--- src/rtl/uart_tx_arbiter.sv ---
// -----------------------------------------------------------------------------
// uart_tx_arbiter
//
// Round-robin arbiter that shares one UART transmitter among NREQ requesters.
// Each grant moves one frame to the transmitter over a valid/ready handshake.
// In the default build a frame is the latched payload byte alone. When the
// macro UART_ARB_ID_PREFIX_EN is defined, a source-ID byte
// {1'b1, zero padding, source index} is sent before the payload.
//
// Parameters
//   WIDTH : data bits per UART frame
//   NREQ  : number of requesters (2..8)
//   CNTW  : width of the saturating frame counter
//
// Ports
//   clk       in   single clock; all state changes on its rising edge
//   reset     in   asynchronous active-low reset
//   req       in   [NREQ]         level request per requester
//   req_data  in   [NREQ][WIDTH]  payload per requester
//   gnt       out  [NREQ]         one-hot, one-cycle grant pulse
//   tx_valid  out                 byte offered to the transmitter
//   tx_data   out  [WIDTH]        byte offered to the transmitter
//   tx_ready  in                  transmitter takes the byte when valid & ready
//   busy      out                 high whenever the FSM is not idle
//   last_src  out  [clog2(NREQ)]  index of the most recent grant
//   frame_cnt out  [CNTW]         payload bytes accepted, saturating
// -----------------------------------------------------------------------------
module uart_tx_arbiter #(
    parameter int WIDTH = 8,
    parameter int NREQ  = 4,
    parameter int CNTW  = 16
) (
    input  logic                          clk,
    input  logic                          reset,
    input  logic [NREQ-1:0]               req,
    input  logic [NREQ-1:0][WIDTH-1:0]    req_data,
    output logic [NREQ-1:0]               gnt,
    output logic                          tx_valid,
    output logic [WIDTH-1:0]              tx_data,
    input  logic                          tx_ready,
    output logic                          busy,
    output logic [$clog2(NREQ)-1:0]       last_src,
    output logic [CNTW-1:0]               frame_cnt
);

    localparam int IDXW = $clog2(NREQ);

    typedef enum logic [1:0] {
        IDLE      = 2'd0,
`ifdef UART_ARB_ID_PREFIX_EN
        SEND_ID   = 2'd1,
`endif
        SEND_DATA = 2'd2
    } state_t;

    state_t              state_q, state_d;
    logic [IDXW-1:0]     ptr_q, ptr_d;
    logic [NREQ-1:0]     gnt_q, gnt_d;
    logic [WIDTH-1:0]    data_q, data_d;
    logic [IDXW-1:0]     src_q, src_d;
    logic [CNTW-1:0]     cnt_q, cnt_d;

    logic                sel;
    logic [IDXW-1:0]     win_idx;
    logic [IDXW-1:0]     cand_idx [NREQ];

    // ------------------------------------------------------------------
    // Round-robin search. cand_idx[gi] is the requester visited at
    // offset gi from ptr_q, wrapped modulo NREQ (NREQ need not be a
    // power of two, so an explicit subtract is used instead of masking).
    // ------------------------------------------------------------------
    genvar gi;
    generate
        for (gi = 0; gi < NREQ; gi++) begin : g_cand
            logic [IDXW:0] sum;
            assign sum = {1'b0, ptr_q} + (IDXW+1)'(gi);
            assign cand_idx[gi] = (sum >= (IDXW+1)'(NREQ))
                                ? IDXW'(sum - (IDXW+1)'(NREQ))
                                : IDXW'(sum);
        end
    endgenerate

    // Scan from the farthest offset down so the nearest active requester
    // overwrites the result and therefore wins.
    always_comb begin
        win_idx = '0;
        for (int k = NREQ - 1; k >= 0; k--) begin
            if (req[cand_idx[k]]) begin
                win_idx = cand_idx[k];
            end
        end
    end

    assign sel = (state_q == IDLE) && (|req);

    // ------------------------------------------------------------------
    // FSM: state register
    // ------------------------------------------------------------------
    always_ff @(posedge clk or negedge reset) begin
        if (!reset) begin
            state_q <= IDLE;
        end else begin
            state_q <= state_d;
        end
    end

    // ------------------------------------------------------------------
    // FSM: next-state logic. req is only looked at in IDLE, so request
    // changes during a frame have no effect.
    // ------------------------------------------------------------------
    always_comb begin
        state_d = state_q;
        case (state_q)
            IDLE: begin
                if (|req) begin
`ifdef UART_ARB_ID_PREFIX_EN
                    state_d = SEND_ID;
`else
                    state_d = SEND_DATA;
`endif
                end
            end
`ifdef UART_ARB_ID_PREFIX_EN
            SEND_ID: begin
                if (tx_ready) begin
                    state_d = SEND_DATA;
                end
            end
`endif
            SEND_DATA: begin
                if (tx_ready) begin
                    state_d = IDLE;
                end
            end
            default: state_d = IDLE;
        endcase
    end

    // ------------------------------------------------------------------
    // FSM: outputs. These decode state_q only, so the asynchronous reset
    // drops tx_valid and busy at once, without waiting for a clock edge.
    // ------------------------------------------------------------------
    always_comb begin
        tx_valid = 1'b0;
        busy     = 1'b0;
        tx_data  = '0;
        case (state_q)
`ifdef UART_ARB_ID_PREFIX_EN
            SEND_ID: begin
                tx_valid               = 1'b1;
                busy                   = 1'b1;
                tx_data[WIDTH-1]       = 1'b1;
                tx_data[IDXW-1:0]      = src_q;
            end
`endif
            SEND_DATA: begin
                tx_valid = 1'b1;
                busy     = 1'b1;
                tx_data  = data_q;
            end
            default: begin
                tx_valid = 1'b0;
                busy     = 1'b0;
                tx_data  = '0;
            end
        endcase
    end

    // ------------------------------------------------------------------
    // Datapath next-state. The payload and source are captured only in the
    // selection cycle, so later req_data changes cannot reach tx_data.
    // ------------------------------------------------------------------
    always_comb begin
        ptr_d  = ptr_q;
        gnt_d  = '0;
        data_d = data_q;
        src_d  = src_q;
        cnt_d  = cnt_q;
        if (sel) begin
            gnt_d[win_idx] = 1'b1;
            data_d         = req_data[win_idx];
            src_d          = win_idx;
            ptr_d          = (win_idx == IDXW'(NREQ - 1)) ? '0 : win_idx + 1'b1;
        end
        // Count only accepted payload bytes; stick at all-ones.
        if ((state_q == SEND_DATA) && tx_ready && (cnt_q != {CNTW{1'b1}})) begin
            cnt_d = cnt_q + 1'b1;
        end
    end

    always_ff @(posedge clk or negedge reset) begin
        if (!reset) begin
            ptr_q  <= '0;
            gnt_q  <= '0;
            data_q <= '0;
            src_q  <= '0;
            cnt_q  <= '0;
        end else begin
            ptr_q  <= ptr_d;
            gnt_q  <= gnt_d;
            data_q <= data_d;
            src_q  <= src_d;
            cnt_q  <= cnt_d;
        end
    end

    assign gnt       = gnt_q;
    assign last_src  = src_q;
    assign frame_cnt = cnt_q;

endmodule
--- config.mk ---
export PLATFORM = sky130hd
export DESIGN_NAME = uart_tx_arbiter
export DESIGN_NICKNAME = d
export VERILOG_FILES = /design/src/rtl/uart_tx_arbiter.sv
export SDC_FILE = /design/constraint.sdc
export NUM_CORES = 1
export LEC_CHECK = 0
export CAP_MARGIN = 25
export CORE_MARGIN = 2
export CORE_UTILIZATION = 34
export DETAILED_ROUTE_END_ITERATION = 16
export HOLD_SLACK_MARGIN = 0.02
export PLACE_DENSITY = 0.7
export SYNTH_ARGS = -nofsm -noshare
export SYNTH_HDL_FRONTEND = slang
export SYNTH_SLANG_ARGS = --single-unit
--- constraint.sdc ---
create_clock -name clk -period 2.4 [get_ports clk]
set_input_delay 0.24 -clock clk [delete_from_list [all_inputs] [get_ports clk]]
set_output_delay 0.24 -clock clk [all_outputs]
set_load 0.005 [all_outputs]
* After elaboration in Yosys (flattened, before gate mapping)
Cells that the tools add are included.
** Word-level totals
- Register bits after elaboration :: 34
- Bits of input ports :: 39
** Cells by class
- Add/subtract/negate cells :: 9
- Magnitude comparators :: 10
- Equality and inequality tests :: 5
- Mux-type cells :: 27
- Reductions and logical operators :: 7
** Operators by type and width (number)
- 2-bit 2-to-1 mux :: 11
- 16-bit by 1-bit adder with 16-bit output (second input constant) :: 1
- 8-bit binary-select mux with 2-bit select :: 1
- 8-bit 2-to-1 mux :: 2
- 16-bit inequality test (second input constant) :: 1
- 2-bit by 3-bit < comparator with 1-bit output (second input constant) :: 5
- 3-bit greater-or-equal comparator (second input constant) :: 3
- 1-bit binary-select mux with 2-bit select :: 4
- 2-bit by 1-bit subtractor with 2-bit output (second input constant) :: 4
- 2-bit by 2-bit adder with 3-bit output (second input constant) :: 2
- 1-bit 2-to-1 mux :: 6
- 2-bit == test (second input constant) :: 2
- 1-bit logical AND :: 4
- 4-bit 2-to-1 mux :: 1
- 2-bit one-hot mux with 2 select lines :: 1
- 4-bit OR reduction :: 1
- 2-bit by 1-bit adder with 3-bit output (second input constant) :: 1
- 2-bit by 3-bit greater-or-equal comparator with 1-bit output (second input constant) :: 1
- 2-bit by 1-bit adder with 2-bit output (second input constant) :: 1
- 1-bit demux with 2-bit select :: 1
- 2-bit by 1-bit greater-or-equal comparator with 1-bit output (second input constant) :: 1
- 2-bit logical NOT :: 1
- 2-bit by 1-bit inequality test with 1-bit output (second input constant) :: 1
- 2-bit inequality test (second input constant) :: 1
- 2-bit AND reduction :: 1

* Logic depth before layout (Yosys ltp)
Gate-level depths: netlist (run 1).
- Depth after elaboration :: 14
- Mapped depth :: 9

* Worst setup path after synthesis (run 1)
OpenSTA, ideal clock, no wires.
- Kind :: register to register
- Start :: register ptr_q[1]
- End :: register ptr_q[1]
- Setup time :: 0.117 ns
- Data arrival time :: 1.525 ns
- Setup slack :: 0.758 ns
- Stages on the path, launching flop included :: 10
- Path buffers :: 2
- Cell sequence :: dfrtp_1 buf_4 mux2i_1 or2_1 nand3_2 buf_2 inv_1 ha_1 nand2_1 nand2_1
** On the way
- Word-level cells in the longest chain between the ends :: 11
- Elaborated cells between the ends (all ways) :: 30
- Classes of those cells :: 8 x add/sub; 4 x order compare; 1 x eq/ne; 17 x mux
** Ends and longest elaborated chain
- start, declared :: line 57 : logic [IDXW-1:0] ptr_q, ptr_d;
- start signal, assigned :: line 199 : ptr_q <= ptr_d;
- 2-bit by 2-bit adder with 3-bit output :: line 76 : assign sum = {1'b0, ptr_q} + (IDXW+1)'(gi);
- 3-bit greater-or-equal comparator or 2-bit by 1-bit subtractor with 2-bit output (tied branches) :: line 77, 78
- 2-bit 2-to-1 mux :: line 78 : ? IDXW'(sum - (IDXW+1)'(NREQ))
- 1-bit binary-select mux with 2-bit select :: line 88 : if (req[cand_idx[k]]) begin
- 1-bit 2-to-1 mux (implied by the code) :: line 88
- 2-bit 2-to-1 mux (3 in series) :: line 88
- 2-bit 2-to-1 mux * :: line 88
- 2-bit by 1-bit adder with 2-bit output or 2-bit == test (tied branches) :: line 183 : ptr_d = (win_idx == IDXW'(NREQ - 1)) ? '0 : win_idx + 1'b1;
- 2-bit 2-to-1 mux * :: line 183
Mark *: on every way between the ends. The rest lies on a longest branch, timed or not. The select of a mux whose other input is x is not followed.
A chain may end at the register's enable or synchronous reset.

* Worst setup path after layout (run 1)
- Start :: register state_q[1]
- End :: output port tx_data[3]
** On the way
- Word-level cells in the longest chain between the ends :: 2
** Ends and longest elaborated chain
- start, declared :: line 56 : state_t state_q, state_d;
- start signal, assigned :: line 103 : state_q <= state_d;
- 2-bit == test :: line 147 : case (state_q)
- 8-bit 2-to-1 mux :: line 147
- end, declared :: line 39 : output logic [WIDTH-1:0] tx_data,
No other way between the ends.

==> results of run 1 <==
## power groups by stage
stage / logic (W) / registers, W / clock network (W)
after detailed placement: 0.000808 / 0.000844 / 0
final: 0.000794 / 0.000835 / 0.000536
after global routing: 0.000893 / 0.000863 / 0.000578
after CTS: 0.000808 / 0.000836 / 0.000555
after global placement: 0.000794 / 0.000841 / 0
after floorplan: 0.000439 / 0.000808 / 0
## per-layer routing
layer  track usage, %  share of wire, %  vias up
met5                0                 0        -
met4             4.91               1.1        0
met3             4.59               8.2        5
met2             24.7                46       67
met1             19.2                44      714
li1                 -                 -      799
## flip-flops by register name, summed over array words and instances (netlist names)
register   cells
data_q         8
frame_cnt     16
gnt            4
last_src       2
ptr_q          2
state_q        1
## cell families after synthesis
logic type                 after synthesis  synth area share [%]
AOI/OAI and AO/OA                       30                  13.2
xor gates and xnor gates                14                  6.79
adders and majority gates                2                  1.39
buffers and inverters                   10                  3.26
DFF                                     33                  45.7
muxes                                   10                  5.61
and+or+nand+nor                         83                  24.0
## worst min path at each step
stage,startpoint,to,slack (ps),depth (start not counted)
3_3_place_gp,last_src[0],last_src[0],470,2
3_5_place_dp,last_src[0],last_src[0],470,2
2_1_floorplan,reset,data_q[0],-60,0
5_1_grt,reset,frame_cnt[8],400,2
6_report,reset,frame_cnt[8],350,2
4_1_cts,reset,frame_cnt[8],370,2
## cells in the final DEF, fill, tap and decap left out, types with 2 or more instances in the layout
master,count
a211oi_1,16
a21o_1,2
a21oi_1,6
and2_1,12
and3_1,2
buf_4,7
clkbuf_8,6
clkdlybuf4s50_1,70
dfrtp_1,33
ha_1,2
inv_1,3
mux2i_1,9
nand2_1,19
nand2b_1,2
nand3_1,2
nand3b_1,2
nand4_1,6
nor2_1,19
nor3_1,10
o21ai_0,2
xnor2_1,9
xor2_1,5
## final cells by class
class                   instances  share of cell area, %
flip-flops and latches         33                   30.4
multi-input cells             139                   33.9
clock buffers                   7                   3.18
well taps                      70                   3.23
repair buffers                 77                   27.7
inverters                       3                  0.415
clock inverters                 1                   1.11
## worst register-to-register path, cell delays in order (launching register included)
cell and delay (ps):
dfrtp_1 430, ha_1 190, and2_1 150, nand4_1 200, nor3_2 240, nor2b_1 110, mux2_1 320
## per-stage QoR
| step | cells | total power (W) | instance area, um2 | setup WS (ps) | hold slack [ps] |
|---|---|---|---|---|---|
| CTS | 330 | 0.00220 | 2720 | 541 | 365 |
| finish | 330 | 0.00216 | 2720 | 588 | 353 |
| global route | 330 | 0.00233 | 2720 | 418 | 400 |
| floorplan | 182 | 0.00125 | 1810 | 758 | -55.6 |
| detailed placement | 322 | 0.00165 | 2600 | 313 | 472 |
| global placement | 322 | 0.00163 | 2600 | 408 | 472 |
==> results.py, run 1 <==
metrics = {
    "worst_setup_path": {
        "cp.required_ps": 2160,
        "crit_start": "state_q[1]",
        "r2r-start": "frame_cnt[0]",
        "crit_end": "tx_data[3]",
        "path_buf_inv": 1,
        "max_stage_delay_ps": 580,
        "cp_max_fo": 14,
        "r2r-end": "frame_cnt[1]",
        "r2r_cells": 6,
        "start_kind": "flop",
        "crit_path_cell_trace": "and2_1, clkdlybuf4s50_1",
        "reg2reg_setup_slack_ps": 630,
        "arrival_ps": 1570,
        "cp.depth": 2,
        "cp-end-kind": "output pin",
        "cp_top_family": "flip-flops",
        "slowest_stage": "dfrtp_1",
        "path_class": "reg2out",
    },
    "logic_synthesis": {
        "ys.flop_type": "dfrtp_1",
        "synth_area_leaders": "dfrtp_1, a211oi_1, mux2i_1",
        "synth.most_common_cell": "dfrtp_1",
        "seq_area_frac_synth_pct": 45.7,
        "yosysTopAreaCellShare_pct": 45.7,
        "yosysWarningCount": 0,
        "postSynthAreaPerCell_um2": 9.92,
        "synth_edf_count": 0,
        "syn_nets": 223,
        "synth_common_cells": "dfrtp_1, nand2_1, nor2_1, a211oi_1, and2_1",
        "synth_seq_cells": 33,
        "synth.distinct_cells": 37,
        "async_flop_share_pct": 100,
        "synth_top_cell_by_area": "dfrtp_1",
        "synth_cells": 182,
        "synthesis.area_um2": 1810,
    },
    "finish": {
        "area_growth_pct": 50.4,
        "fillerInstances": 478,
        "utilization_pct": 53.2,
        "multi_input_area_um2": 921,
        "antennaDiodeCount": 0,
        "nets": 300,
        "drive_gt1_share_pct": 7.69,
        "regArea_um2": 826,
    },
    "cts": {
        "ctsHtreeMaxLevel": 2,
        "clkLatencyLatePin_ps": 280,
        "clock-sinks": 33,
        "cts_root_buf": "clkbuf_8",
        "cts_resized": 0,
        "hold_buffers": 0,
        "post_cts_buffers": 0,
        "clk_path_buf_depth": 2,
        "cts_tree": "built",
        "numCtsBuffers": 5,
        "clk_pin_slew_worst_paths_ps": 70,
    },
    "die": {
        "core_um2": 5110,
        "fp-row-count": 26,
        "die_area_um2": 5910,
        "ioPinCount": 71,
        "start_util_pct": 35.4,
        "die_h_um": 76.9,
        "die_w_um": 76.9,
    },
    "power": {
        "p_sw_w": 0.000658,
        "p_comb_share_pct": 36.7,
        "p_per_area_nw_per_um2": 797,
        "clkPwrFrac_pct": 24.8,
        "pwr-share-seq_pct": 38.5,
        "swShare_pct": 30.4,
        "max-vdd-ir-drop_mv": 0.336,
        "p_leak_nw": 1.14,
        "intPower_w": 0.00151,
    },
    "grt": {
        "grt_pass1_wl_um": 7310,
        "grt_overflow_total": 0,
        "grt_pass1_vias": 1608,
        "grt_max_degree": 34,
        "grt_antenna_before_repair": 0,
        "grt_use_total_pct": 15.2,
    },
    "sta": {
        "fmax_mhz": 552,
        "finalMaxSlewViolations": 0,
        "finalSetupTns_ps": 0,
        "fin_crit_sh_pct": 75.5,
        "setup_viol": 0,
        "hold_viol_final": 0,
        "finalWorstPathRequiredPeriod_ps": 1810,
        "worst_slew_pin_slew_ps": 521,
        "max_slew_margin_pct": 65.1,
        "fin_skew_ps": 6.63,
        "rsz0062_at_grt": "no",
    },
    "detailed_routing": {
        "viasPerCell": 4.80,
        "drt-initial-drc-count": 36,
        "drc": 0,
        "num_vias": 1585,
        "routed_wl_um": 4100,
        "postRouteAntennaNets": 0,
        "dr.pass1.iters": 4,
        "wl_per_cell_um": 12.4,
    },
    "min_path": {
        "hold_path.class": "in2async",
    },
    "placement": {
        "gp_congestion": 0.788,
        "portBuffers": 70,
        "dp_hpwl_um": 3260,
    },
    "run_status": {
        "outcome": "complete, no violations",
    },
    "run": {
        "max-cap-violations": 0,
    },
}
No activity file was read; power rests on OpenSTA's default activity.
==> run 2, diff against run 1 <==
- clock period: 2.4 -> 1.8 ns (I/O delays scaled with it)
==> run 2 against run 1 <==
Compared with the run above: clock-buffer cell count is the same; combinational power increased by 52%; non-clock buffer count increased by 13; largest power group is now combinational cells.
==> results.py, run 2 (same netlist as run 1, synthesis figures left out) <==
metrics = {
    "run_status": {
        "outcome": "complete, no violations",
    },
    "finish": {
        "final_common_cell": "clkdlybuf4s50_1",
        "largest_register_ffs": 16,
        "area_growth_pct": 55.0,
        "layout_common_cells": "clkdlybuf4s50_1, dfrtp_1, nand2_1, buf_4, nor2_1",
        "nets": 313,
        "drive_gt1_share_pct": 12.5,
        "antennaDiodeCount": 0,
        "fin_area_um2": 2800,
        "utilization_pct": 54.8,
    },
    "detailed_routing": {
        "postRouteAntennaNets": 0,
        "routed_wl_um": 4420,
        "dr.pass1.iters": 4,
        "viasPerCell": 4.75,
        "drt-initial-drc-count": 53,
        "num_vias": 1625,
        "wl_per_cell_um": 12.9,
        "drc": 0,
    },
    "cts": {
        "cts_tree": "built",
        "clk_pin_slew_worst_paths_ps": 60,
        "numCtsBuffers": 5,
        "cts_root_buf": "clkbuf_8",
        "clkLatencyLatePin_ps": 290,
        "clk_path_buf_depth": 2,
        "ctsHtreeMaxLevel": 2,
        "clock-sinks": 33,
    },
    "run": {
        "max-cap-violations": 0,
    },
    "worst_setup_path": {
        "start_kind": "flop",
        "cp_max_fo": 12,
        "max_stage_delay_ps": 520,
        "r2r-start": "ptr_q[1]",
        "cp.required_ps": 1620,
        "cp-end-kind": "output pin",
        "path_buf_inv": 2,
        "arrival_ps": 1520,
        "slowest_stage": "clkdlybuf4s50_1",
        "path_class": "reg2out",
        "cp_top_family": "buffers and inverters",
        "crit_start": "state_q[1]",
        "crit_path_cell_trace": "buf_4, and2_1, clkdlybuf4s50_1",
    },
    "placement": {
        "dpl_cell_area_um2": 2710,
        "gp_congestion": 0.832,
        "dp_hpwl_um": 3470,
        "portBuffers": 70,
        "place_ws_ps": -240,
    },
    "power": {
        "max-vdd-ir-drop_mv": 0.376,
        "pwr-share-seq_pct": 38.2,
        "p_per_area_nw_per_um2": 1030,
        "p_leak_nw": 1.19,
        "intPower_w": 0.00196,
        "p_comb_share_pct": 42.1,
        "clkPwrFrac_pct": 19.7,
        "p_sw_w": 0.000914,
        "swShare_pct": 31.8,
    },
    "die": {
        "die_h_um": 76.9,
        "ioPinCount": 71,
        "start_util_pct": 35.4,
        "core_um2": 5110,
        "fp-row-count": 26,
        "die_w_um": 76.9,
        "die_area_um2": 5910,
    },
    "sta": {
        "worst_slack_ps": 100,
        "finalWorstPathRequiredPeriod_ps": 1700,
        "fin_crit_sh_pct": 94.4,
        "finalMaxSlewViolations": 0,
        "setup_viol": 0,
        "rsz0062_at_grt": "yes",
        "fmax_mhz": 588,
        "hold_viol_final": 0,
        "max_slew_margin_pct": 69.6,
        "fin_skew_ps": 5.40,
        "worst_slew_pin_slew_ps": 451,
    },
    "grt": {
        "grt_pass1_vias": 1630,
        "grt_max_degree": 34,
        "grt_overflow_total": 0,
        "grt_pass1_wl_um": 7630,
        "grt_antenna_before_repair": 0,
        "grt_use_total_pct": 16.3,
    },
    "min_path": {
        "hold_path.class": "in2async",
    },
}
## run 2: changes by cell type in the layout (fill, tap and decap cells not counted)
cell / change
buf_12: +1
buf_4: +12
bufinv_16: -1
dfrtp_1: -1
dfrtp_2: +1
nor2_1: -1
nor2_2: +1
## run 2: stage by stage
stage / cells / total power (W) / hold slack, ps / setup TNS, ps
2_1_floorplan: 182 / 0.00166 / -116 / 0
3_3_place_gp: 335 / 0.00230 / 471 / -1170
3_5_place_dp: 335 / 0.00232 / 473 / -2090
4_1_cts: 342 / 0.00290 / 308 / 0
5_1_grt: 342 / 0.00308 / 330 / -5.10
6_report: 342 / 0.00287 / 296 / 0
## run 2: worst register-to-register path: cells and delay by family, from the launching register on
kind                   cells  cell delay [ps]
buffers and inverters      1              200
DFF                        1              420
muxes                      1              230
AOI/OAI and AO/OA          2              360
and+or+nand+nor            2              290
## run 2: power groups by stage
stage	sequential, W	combinational (W)	clock [W]
finish	0.00110	0.00121	0.000566
global route	0.00113	0.00134	0.000609
CTS	0.00110	0.00122	0.000585
detailed placement	0.00111	0.00122	0
global placement	0.00110	0.00120	0
floorplan	0.00108	0.000585	0
## run 2: layout make-up
type,instances,area (um2)
flip-flops and latches,33,827
inverters,3,11.3
well taps,70,87.6
multi-input cells,139,923
repair buffers,90,863
fillers,479,2310
clock buffers,7,86.3
## run 2: final timing paths
path / to / slack [ps] / cells after the start
min in group clk: last_src[0] / 480 / 2
worst max register to register: data_q[7] / 170 / 6
max in group asynchronous: ptr_q[1] / 1170 / 2
worst min register to register: last_src[0] / 480 / 2
worst max-delay path: tx_data[6] / 100 / 3
worst min-delay path: frame_cnt[8] / 300 / 2
## run 2: layer usage
layer	global-route usage, %	routed length [um]	part of all wire, %
met2	26.0	2040	46
met3	4.71	332	7.5
met5	0	0	0
met4	8.00	87	2.0
met1	20.3	1960	44
## run 2: what timing repair did
item / in CTS / in global routing
resized for setup: 0 / 2
hold buffers: 0 / 0
endpoints found under the setup margin: 0 / 8
buffers inserted: 0 / 0
